[config.mk]
export PLATFORM = sky130hd
export DESIGN_NAME = bcd_serial_addsub
export DESIGN_NICKNAME = d
export VERILOG_FILES = /design/src/rtl/bcd_serial_addsub_pkg.sv /design/src/rtl/bcd_serial_addsub_digit_add.sv /design/src/rtl/bcd_serial_addsub.sv
export SDC_FILE = /design/constraint.sdc
export NUM_CORES = 1
export LEC_CHECK = 0
export ABC_AREA = 1
export CAP_MARGIN = 40
export CORE_ASPECT_RATIO = 2
export CORE_MARGIN = 2
export CORE_UTILIZATION = 46
export DETAILED_ROUTE_END_ITERATION = 8
export PLACE_DENSITY = 0.73
export SYNTH_ARGS = -nofsm -noshare
export SYNTH_HDL_FRONTEND = slang
export SYNTH_SLANG_ARGS = --single-unit
[constraint.sdc]
create_clock -name clk -period 4.35 [get_ports clk]
set_clock_uncertainty 0.15 [all_clocks]
set_input_delay 0.6525 -clock clk [delete_from_list [all_inputs] [get_ports clk]]
set_output_delay 0.6525 -clock clk [all_outputs]
set_load 0.01 [all_outputs]
[src/rtl/bcd_serial_addsub_pkg.sv]
// Shared types and constants for the digit-serial packed-BCD adder/subtractor.
// Package name is bcd_pkg; imported by bcd_digit_add and bcd_serial_addsub.
package bcd_pkg;

   typedef logic [3:0] bcd_digit_t;

   typedef enum logic [1:0] {
      IDLE,
      RUN,
      DONE
   } state_t;

   localparam bcd_digit_t BCD_MAX = 4'd9;
   localparam bcd_digit_t BCD_ADJ = 4'd6;

   function automatic logic is_bcd_digit(input bcd_digit_t d);
      return (d <= BCD_MAX);
   endfunction

endpackage

[src/rtl/bcd_serial_addsub_digit_add.sv]
// Combinational single-digit BCD adder with decimal correction.
// The caller supplies the already-complemented B digit when subtracting.
module bcd_digit_add
   import bcd_pkg::*;
(
   input  bcd_digit_t a_dig,
   input  bcd_digit_t b_dig,
   input  logic       cin,
   output bcd_digit_t s_dig,
   output logic       cout
);

   logic [4:0] raw;

   // Binary sum spans 0..19; above 9 the +6 skips the six unused codes
   always_comb begin
      raw = {1'b0, a_dig} + {1'b0, b_dig} + {4'b0000, cin};
      if (raw > {1'b0, BCD_MAX}) begin
         s_dig = raw[3:0] + BCD_ADJ;
         cout  = 1'b1;
      end else begin
         s_dig = raw[3:0];
         cout  = 1'b0;
      end
   end

endmodule

[src/rtl/bcd_serial_addsub.sv]
// Digit-serial packed-BCD adder/subtractor, one digit per clock, LSD first.
// Define BCD_SUB_EN to build subtraction (A + 9's complement of B + 1).
module bcd_serial_addsub
   import bcd_pkg::*;
#(
   parameter int NDIG = 4
) (
   input  logic            clk,
   input  logic            rst_n,
   input  logic            start_valid,
   output logic            start_ready,
   input  logic            op,
   input  logic [4*NDIG-1:0] a,
   input  logic [4*NDIG-1:0] b,
   output logic            res_valid,
   input  logic            res_ready,
   output logic [4*NDIG-1:0] sum,
   output logic            carry_out,
   output logic            neg,
   output logic            invalid,
   output logic            busy
);

   localparam int W  = 4 * NDIG;
   localparam int IW = (NDIG > 1) ? $clog2(NDIG) : 1;

   state_t         state;
   logic [W-1:0]   a_q;
   logic [W-1:0]   b_q;
   logic [W-1:0]   sum_q;
   logic [IW-1:0]  idx;
   logic           carry_q;
   logic           carry_out_q;
   logic           invalid_q;
   logic           any_bad;
   logic           init_carry;
   bcd_digit_t     a_dig;
   bcd_digit_t     b_dig;
   bcd_digit_t     b_eff;
   bcd_digit_t     s_dig;
   logic           dig_cout;

   // Screen every operand digit at accept so bad input never reaches RUN
   always_comb begin
      any_bad = 1'b0;
      for (int i = 0; i < NDIG; i++) begin
         if (!is_bcd_digit(a[4*i +: 4]) || !is_bcd_digit(b[4*i +: 4])) begin
            any_bad = 1'b1;
         end
      end
   end

   assign a_dig = a_q[idx*4 +: 4];
   assign b_dig = b_q[idx*4 +: 4];

`ifdef BCD_SUB_EN
   logic op_q;
   logic neg_q;

   assign b_eff      = op_q ? bcd_digit_t'(BCD_MAX - b_dig) : b_dig;
   assign init_carry = op;
   assign neg        = neg_q;
`else
   logic unused_op;

   assign unused_op  = op;
   assign b_eff      = b_dig;
   assign init_carry = 1'b0;
   assign neg        = 1'b0;
`endif

   bcd_digit_add u_digit_add (
      .a_dig (a_dig),
      .b_dig (b_eff),
      .cin   (carry_q),
      .s_dig (s_dig),
      .cout  (dig_cout)
   );

   // Control FSM plus datapath registers; result fields only change on accept or in RUN
   always_ff @(posedge clk or negedge rst_n) begin
      if (!rst_n) begin
         state       <= IDLE;
         a_q         <= '0;
         b_q         <= '0;
         sum_q       <= '0;
         idx         <= '0;
         carry_q     <= 1'b0;
         carry_out_q <= 1'b0;
         invalid_q   <= 1'b0;
`ifdef BCD_SUB_EN
         op_q        <= 1'b0;
         neg_q       <= 1'b0;
`endif
      end else begin
         case (state)
            IDLE: begin
               if (start_valid) begin
                  a_q         <= a;
                  b_q         <= b;
                  sum_q       <= '0;
                  idx         <= '0;
                  carry_q     <= init_carry;
                  carry_out_q <= 1'b0;
                  invalid_q   <= any_bad;
`ifdef BCD_SUB_EN
                  op_q        <= op;
                  neg_q       <= 1'b0;
`endif
                  state       <= any_bad ? DONE : RUN;
               end
            end
            RUN: begin
               sum_q[idx*4 +: 4] <= s_dig;
               carry_q           <= dig_cout;
               if (idx == IW'(NDIG - 1)) begin
                  carry_out_q <= dig_cout;
`ifdef BCD_SUB_EN
                  neg_q       <= op_q & ~dig_cout;
`endif
                  state       <= DONE;
               end else begin
                  idx <= idx + 1'b1;
               end
            end
            DONE: begin
               if (res_ready) begin
                  state <= IDLE;
               end
            end
            default: state <= IDLE;
         endcase
      end
   end

   assign start_ready = (state == IDLE);
   assign res_valid   = (state == DONE);
   assign busy        = (state != IDLE);
   assign sum         = sum_q;
   assign carry_out   = carry_out_q;
   assign invalid     = invalid_q;

endmodule

==> results of run 1 <==
==> power breakdown <==
group          total [mW]  leakage [nW]  internal [mW]  switching [mW]
Clock               0.397        0.0740          0.214           0.183
Sequential          0.641         0.708          0.594          0.0470
Combinational       0.586          1.05          0.217           0.369
==> cells in the final DEF, fill, tap and decap left out, types with 7 or more instances in the layout <==
master,count
nand3_1,17
clkdlybuf4s50_1,55
nor2_1,23
dfrtp_1,55
o22ai_1,8
a21oi_1,9
ha_1,9
inv_1,56
o21ai_0,52
nand2_1,81
nand2_2,7
==> cell type report <==
| type | instances | area (um2) |
|---|---|---|
| Inverter | 58 | 218 |
| Multi-Input combinational cell | 238 | 1280 |
| Clock inverter | 3 | 18.8 |
| Clock buffer | 5 | 125 |
| Sequential cell | 55 | 1380 |
| Timing Repair Buffer | 59 | 582 |
| Tap cell | 86 | 108 |
| Fill cell | 586 | 2550 |
==> sequential cells by signal, summed over array words and instances, names as in the netlist <==
signal     cells
carry_out      1
a_q           16
idx            2
carry_q        1
invalid        1
sum           16
b_q           16
state          2
==> synth_stat cells (all sizes together) <==
library cell,count
o22ai,8
buf,9
inv,57
fa,2
nor3,5
a31oi,1
clkinv,1
a21oi,11
nor2,25
nand3b,1
nor4,2
nand4,6
dfrtp,55
conb,1
nand2,91
clkbuf,3
a22o,1
ha,9
nand3,18
o21bai,2
o21ai,55
==> final timing paths <==
| path | from | endpoint | depth (start not counted) |
|---|---|---|---|
| setup / recovery | idx[1]$_DFFE_PN0P_ | sum[14]$_DFFE_PN0P_ | 16 |
| hold / removal | rst_n | b_q[13]$_DFFE_PN0P_ | 2 |
| setup reg to reg | idx[1]$_DFFE_PN0P_ | sum[14]$_DFFE_PN0P_ | 16 |
| hold reg to reg | sum[3]$_DFFE_PN0P_ | sum[3]$_DFFE_PN0P_ | 2 |
| max in group asynchronous | rst_n | sum[2]$_DFFE_PN0P_ | 2 |
| min in group clk | sum[3]$_DFFE_PN0P_ | sum[3]$_DFFE_PN0P_ | 2 |
==> worst register-to-register path, delay by kind of cell (launching register included) <==
family	cells	cell delay [ns]
buffers and inverters	3	0.53
and+or+nand+nor	7	0.63
DFF	1	0.57
AOI/OAI and AO/OA	3	0.44
adders and majority gates	3	1.25
==> stage by stage <==
step            util  cells  setup WS (ns)  hold slack [ns]  area, um2
2_1_floorplan      -    363           1.33            0.207       2940
3_3_place_gp   0.567    495          0.846            0.311       3550
3_5_place_dp   0.569    496          0.704            0.314       3560
4_1_cts        0.592    504          0.703            0.333       3700
5_1_grt        0.592    504          0.391            0.355       3700
6_report       0.592    504          0.718            0.323       3700
==> metal layers <==
metal / track usage / share of wire / vias to the layer above
met5: 0 / 0 / -
met4: 0.122 / 0.047 / 0
met3: 0.0319 / 0.028 / 18
met2: 0.371 / 0.56 / 61
met1: 0.218 / 0.37 / 1147
li1: - / - / 1274
==> logic make-up after synthesis <==
group / count (synthesis)
buffers and inverters: 70
DFF: 55
and+or+nand+nor: 148
AOI/OAI and AO/OA: 78
other: 1
adders and majority gates: 11
==> key figures, run 1 <==
Clock tree
  – Max clock buf depth: 2
  – Resized Gates After CTS: 0
  – Max H-tree Level: 2
  – Clk Tree Root Cell: clkbuf_16
  – CTS tree: built
  – CTS Sinks: 55
  – Num CTS Buffers: 5
  – # Post-CTS Setup Buffers: 0
  – Hold-fix buffer count after cts: 0
  – Clock Latency Late Sink: 0.30 ns
  – CTS clk-pin slew, worst paths: 0.07 ns

Routing
  – ANT nets after route: 0
  – Via count: 2500
  – DRC Markers: 0
  – Wire per inst: 12.5 um
  – Pre-antenna DRT Iters: 4
  – Detailed Route Iter0 Violations: 128
  – Vias per cell: 4.96
  – Routed WL: 6280 um

Cells and area
  – Ratio of cells with drive above 1 in the final layout: 0.0766
  – Nets: 465
  – Area Growth Syn to Fin: 26.1%
  – Antenna Cells: 0

Global route
  – Pin count of the biggest net entering global routing: 65
  – Initial antenna violation count: 0
  – Gr usage total: 0.207
  – Overflow after GRT: 0
  – Vias in the first global route: 2544
  – First-pass GRT wire length: 11000 um

Critical path
  – Slowest cell delay on critical path: 0.57 ns
  – Critical-path top delay cell: dfrtp_1
  – CP arrival: 3.72 ns
  – CP startpoint kind: flip-flop
  – Crit path capture type: flip-flop
  – Critical Path RT: 4.44 ns
  – Worst-path fanout max: 12
  – R2R Setup Slk: 0.72 ns
  – Crit path buffers/inverters: 3
  – Cell-by-cell trace of the critical path: clkinv_1 -> o21ai_0 -> o22ai_1 -> fa_1 -> fa_1 -> inv_1 -> ha_1 -> inv_1 -> nor2_1 -> a21oi_2 -> nand2_2 -> nand2_4 -> nand2_2 -> nand2_2 -> nand4_1 -> nand2_1
  – Critical path class: reg -> reg
  – CP most frequent cell: nand2_2
  – Top Family by Delay on Critical Path: adder cells

Floorplanning
  – Starting Density: 0.470
  – Die Span X: 60.5 um
  – Placement Rows: 41
  – I/O pin total: 59
  – Die H: 117 um
  – Die area: 7080 um2
  – Core area: 6260 um2

Synthesis
  – Compound-Gate Fraction of Synth Area: 0.146
  – Largest family of logic cells by synthesized area: simple AND/OR/NAND/NOR gates
  – Multiplexer share of the synthesized area: 0
  – Synth top area share: 0.468
  – Adder-cell share of the synthesized area: 0.0519
  – Post-Syn Nets: 411
  – Synth area leaders: dfrtp_1, nand2_1, o21ai_0, inv_1, ha_1
  – Syn Inst Count: 363
  – Largest area contributor in the netlist: dfrtp_1
  – Sequential share of the synthesized area: 0.468
  – Yosys reg bits: 55
  – Synth Area in XOR/XNOR: 0
  – Synth Area in Simple Gates: 0.235
  – Syn_area_per_cell: 8.10 um2
  – Syn. warnings: 0
  – Netlist Area Pre-Place: 2940 um2
  – Yosys cell types: 35

Timing
  – Slew Limit Fails: 0
  – Max-slew headroom: 0.539
  – Least-Margin Pin Slew: 0.686 ns
  – RSZ-0062 raised after global routing: no
  – Fin crit period: 3.63 ns
  – Final setup fails: 0
  – Final period util: 0.835
  – Peak Freq: 275 MHz
  – Final Hold Viols: 0
  – Setup TNS: 0 ns

Place
  – Final GP Congestion: 0.830
  – IO buf count: 56
  – Post-DP HPWL: 4770 um

Power and ir drop
  – Overall Power: 1.62 mW
  – Leak: 1.84 nW
  – Max VDD drop: 0.333 mV
  – PD cells: 438 nW/um2

Run status
  – Status: finished clean

Worst hold path
  – Hold WC Path Type: in -> async

Job
  – Max-cap violations: 0
(Power assumes the default switching activity.)
==> run 2: changes to the inputs <==
Clock period 4.35 ns to 3.65 ns, I/O delays scaled along.
==> key figures, run 2 (synthesized netlist as in run 1, its figures left out) <==
Run status
  – Status: finished clean

Timing
  – Peak Freq: 297 MHz (+7.9%)
  – Least-Margin Pin Slew: 0.669 ns (-0.0165 ns)
  – Max-slew headroom: 0.550 (+0.0111)
  – Final Hold Viols: 0 (unchanged)
  – RSZ-0062 raised after global routing: no
  – Final setup fails: 0 (unchanged)
  – Fin crit period: 3.37 ns (-0.266 ns)
  – Setup TNS: 0 ns (unchanged)
  – Slew Limit Fails: 0 (unchanged)
  – Final period util: 0.922 (+0.0874)

Worst hold path
  – Hold path cells: 2
  – Worst min-delay path startpoint: sum[1]$_DFFE_PN0P_
  – Hold WC Path Type: reg -> reg
  – Hold Crit Endpoint: sum[1]$_DFFE_PN0P_

Critical path
  – R2R Path Start: idx[0]$_DFFE_PN0P_
  – Worst-path fanout max: 9 (-3)
  – R2R depth: 16 (unchanged)
  – CP startpoint kind: flip-flop
  – R2R Setup Slk: 0.28 ns (-0.43 ns)
  – Crit path capture type: flip-flop
  – Critical Path RT: 3.74 ns (-0.70 ns)
  – CP arrival: 3.45 ns (-0.27 ns)
  – Worst r2r dst: sum[14]$_DFFE_PN0P_
  – Critical path class: reg -> reg

Cells and area
  – Multi-input logic area: 1280 um2 (unchanged)
  – Commonest non-fill, non-tap cell in the layout: nand2_1
  – Non-Filler Instances: 510 (+1.2%)
  – Ratio of cells with drive above 1 in the final layout: 0.0873 (+0.0107)
  – Fillers: 590 (+0.68%)
  – Area Growth Syn to Fin: 29.0%
  – Fin area: 3790 um2 (+2.3%)
  – Nets: 471 (+1.3%)
  – Antenna Cells: 0 (unchanged)
  – Register area: 1380 um2 (unchanged)
  – Most frequent cells in the layout: nand2_1, inv_1, dfrtp_1, clkdlybuf4s50_1, o21ai_0

Clock tree
  – Max clock buf depth: 2 (unchanged)
  – Clk Tree Root Cell: clkbuf_16
  – CTS tree: built
  – CTS Sinks: 55 (unchanged)
  – Resized Gates After CTS: 0 (unchanged)
  – Clock Latency Late Sink: 0.29 ns (about the same)
  – Hold-fix buffer count after cts: 1 (+1)
  – Num CTS Buffers: 5 (unchanged)
  – Max H-tree Level: 2 (unchanged)
  – CTS clk-pin slew, worst paths: 0.07 ns (about the same)
  – # Post-CTS Setup Buffers: 0 (unchanged)

Global route
  – Pin count of the biggest net entering global routing: 65 (unchanged)
  – First-pass GRT wire length: 10700 um (-2.9%)
  – Gr usage total: 0.201 (-0.00523)
  – Vias in the first global route: 2467 (-3.0%)
  – Initial antenna violation count: 0 (unchanged)
  – Overflow after GRT: 0 (unchanged)

Routing
  – Routed WL: 6420 um (+2.2%)
  – Vias per cell: 4.97 (+0.13%)
  – Via count: 2533 (+1.3%)
  – ANT nets after route: 0 (unchanged)
  – DRC Markers: 0 (unchanged)
  – Pre-antenna DRT Iters: 4 (unchanged)
  – Wire per inst: 12.6 um (+1.0%)
  – Detailed Route Iter0 Violations: 69 (-46%)

Place
  – Area of placed instances: 3610 um2 (+1.3%)
  – Final GP Congestion: 0.853 (+2.7%)
  – Post-DP HPWL: 4970 um (+4.2%)
  – Inst Count DP: 501 (+1.0%)
  – IO buf count: 56 (unchanged)

Power and ir drop
  – PD cells: 531 nW/um2 (+21%)
  – Leak: 1.88 nW (+2.6%)
  – Overall Power: 2.01 mW (+24%)
  – Max VDD drop: 0.389 mV (+17%)

Floorplanning
  – Die area: 7080 um2 (unchanged)
  – I/O pin total: 59 (unchanged)
  – Core area: 6260 um2 (unchanged)
  – Placement Rows: 41 (unchanged)
  – Die H: 117 um (unchanged)
  – Starting Density: 0.470 (unchanged)
  – Die Span X: 60.5 um (unchanged)

Job
  – Max-cap violations: 0 (unchanged)
==> run 2: cell type report <==
cell class                      count  area share
Clock buffer                        6      0.0366
Clock inverter                      2     0.00924
Inverter                           58      0.0574
Multi-Input combinational cell    238       0.337
Sequential cell                    55       0.363
Tap cell                           86      0.0284
Timing Repair Buffer               65       0.168
==> run 2: power by group <==
part	internal, mW	leakage [nW]	switching, mW
registers	0.708	0.708	0.0578
clock network	0.341	0.0868	0.210
logic	0.262	1.09	0.435
==> run 2: through the flow <==
stage | util | hold WS (ns) | setup slack (ns)
after floorplan | - | 0.102 | 0.627
after detailed placement | 0.576 | 0.270 | 0.302
final | 0.606 | 0.329 | 0.283
after CTS | 0.606 | 0.333 | 0.279
after global placement | 0.573 | 0.311 | 0.406
after global routing | 0.606 | 0.356 | 0.121
==> run 2: worst max-delay path by stage <==
stage                            start                  end  slack [ns]  depth (start not counted)
finish              idx[0]$_DFFE_PN0P_  sum[14]$_DFFE_PN0P_        0.28                         16
CTS                 idx[0]$_DFFE_PN0P_  sum[14]$_DFFE_PN0P_        0.28                         16
global placement    idx[0]$_DFFE_PN0P_  sum[14]$_DFFE_PN0P_        0.41                         16
floorplan           idx[0]$_DFFE_PN0P_  sum[10]$_DFFE_PN0P_        0.63                         16
detailed placement  idx[0]$_DFFE_PN0P_  sum[14]$_DFFE_PN0P_        0.30                         16
global route        idx[0]$_DFFE_PN0P_   sum[7]$_DFFE_PN0P_        0.12                         17
==> run 2: per-layer routing <==
metal | vias up | wire length, um | global-route usage
met1 | 1159 | 2490 | 0.213
met3 | 27 | 160 | 0.0275
met4 | 0 | 308 | 0.117
met5 | - | 0 | 0
met2 | 65 | 3470 | 0.364
li1 | 1282 | - | -
==> run 2: critical path, cell delays in order (launching register included) <==
cell     delay, ns
dfrtp_1       0.57
inv_1         0.16
o21ai_0       0.19
o22ai_1       0.12
fa_1          0.48
fa_1          0.55
inv_1         0.07
ha_1          0.20
inv_1         0.07
nor2_1        0.05
a21oi_2       0.12
nand2_2       0.09
nand2_4       0.10
nand2_2       0.06
nand2_2       0.10
nand4_1       0.13
nand2_1       0.09
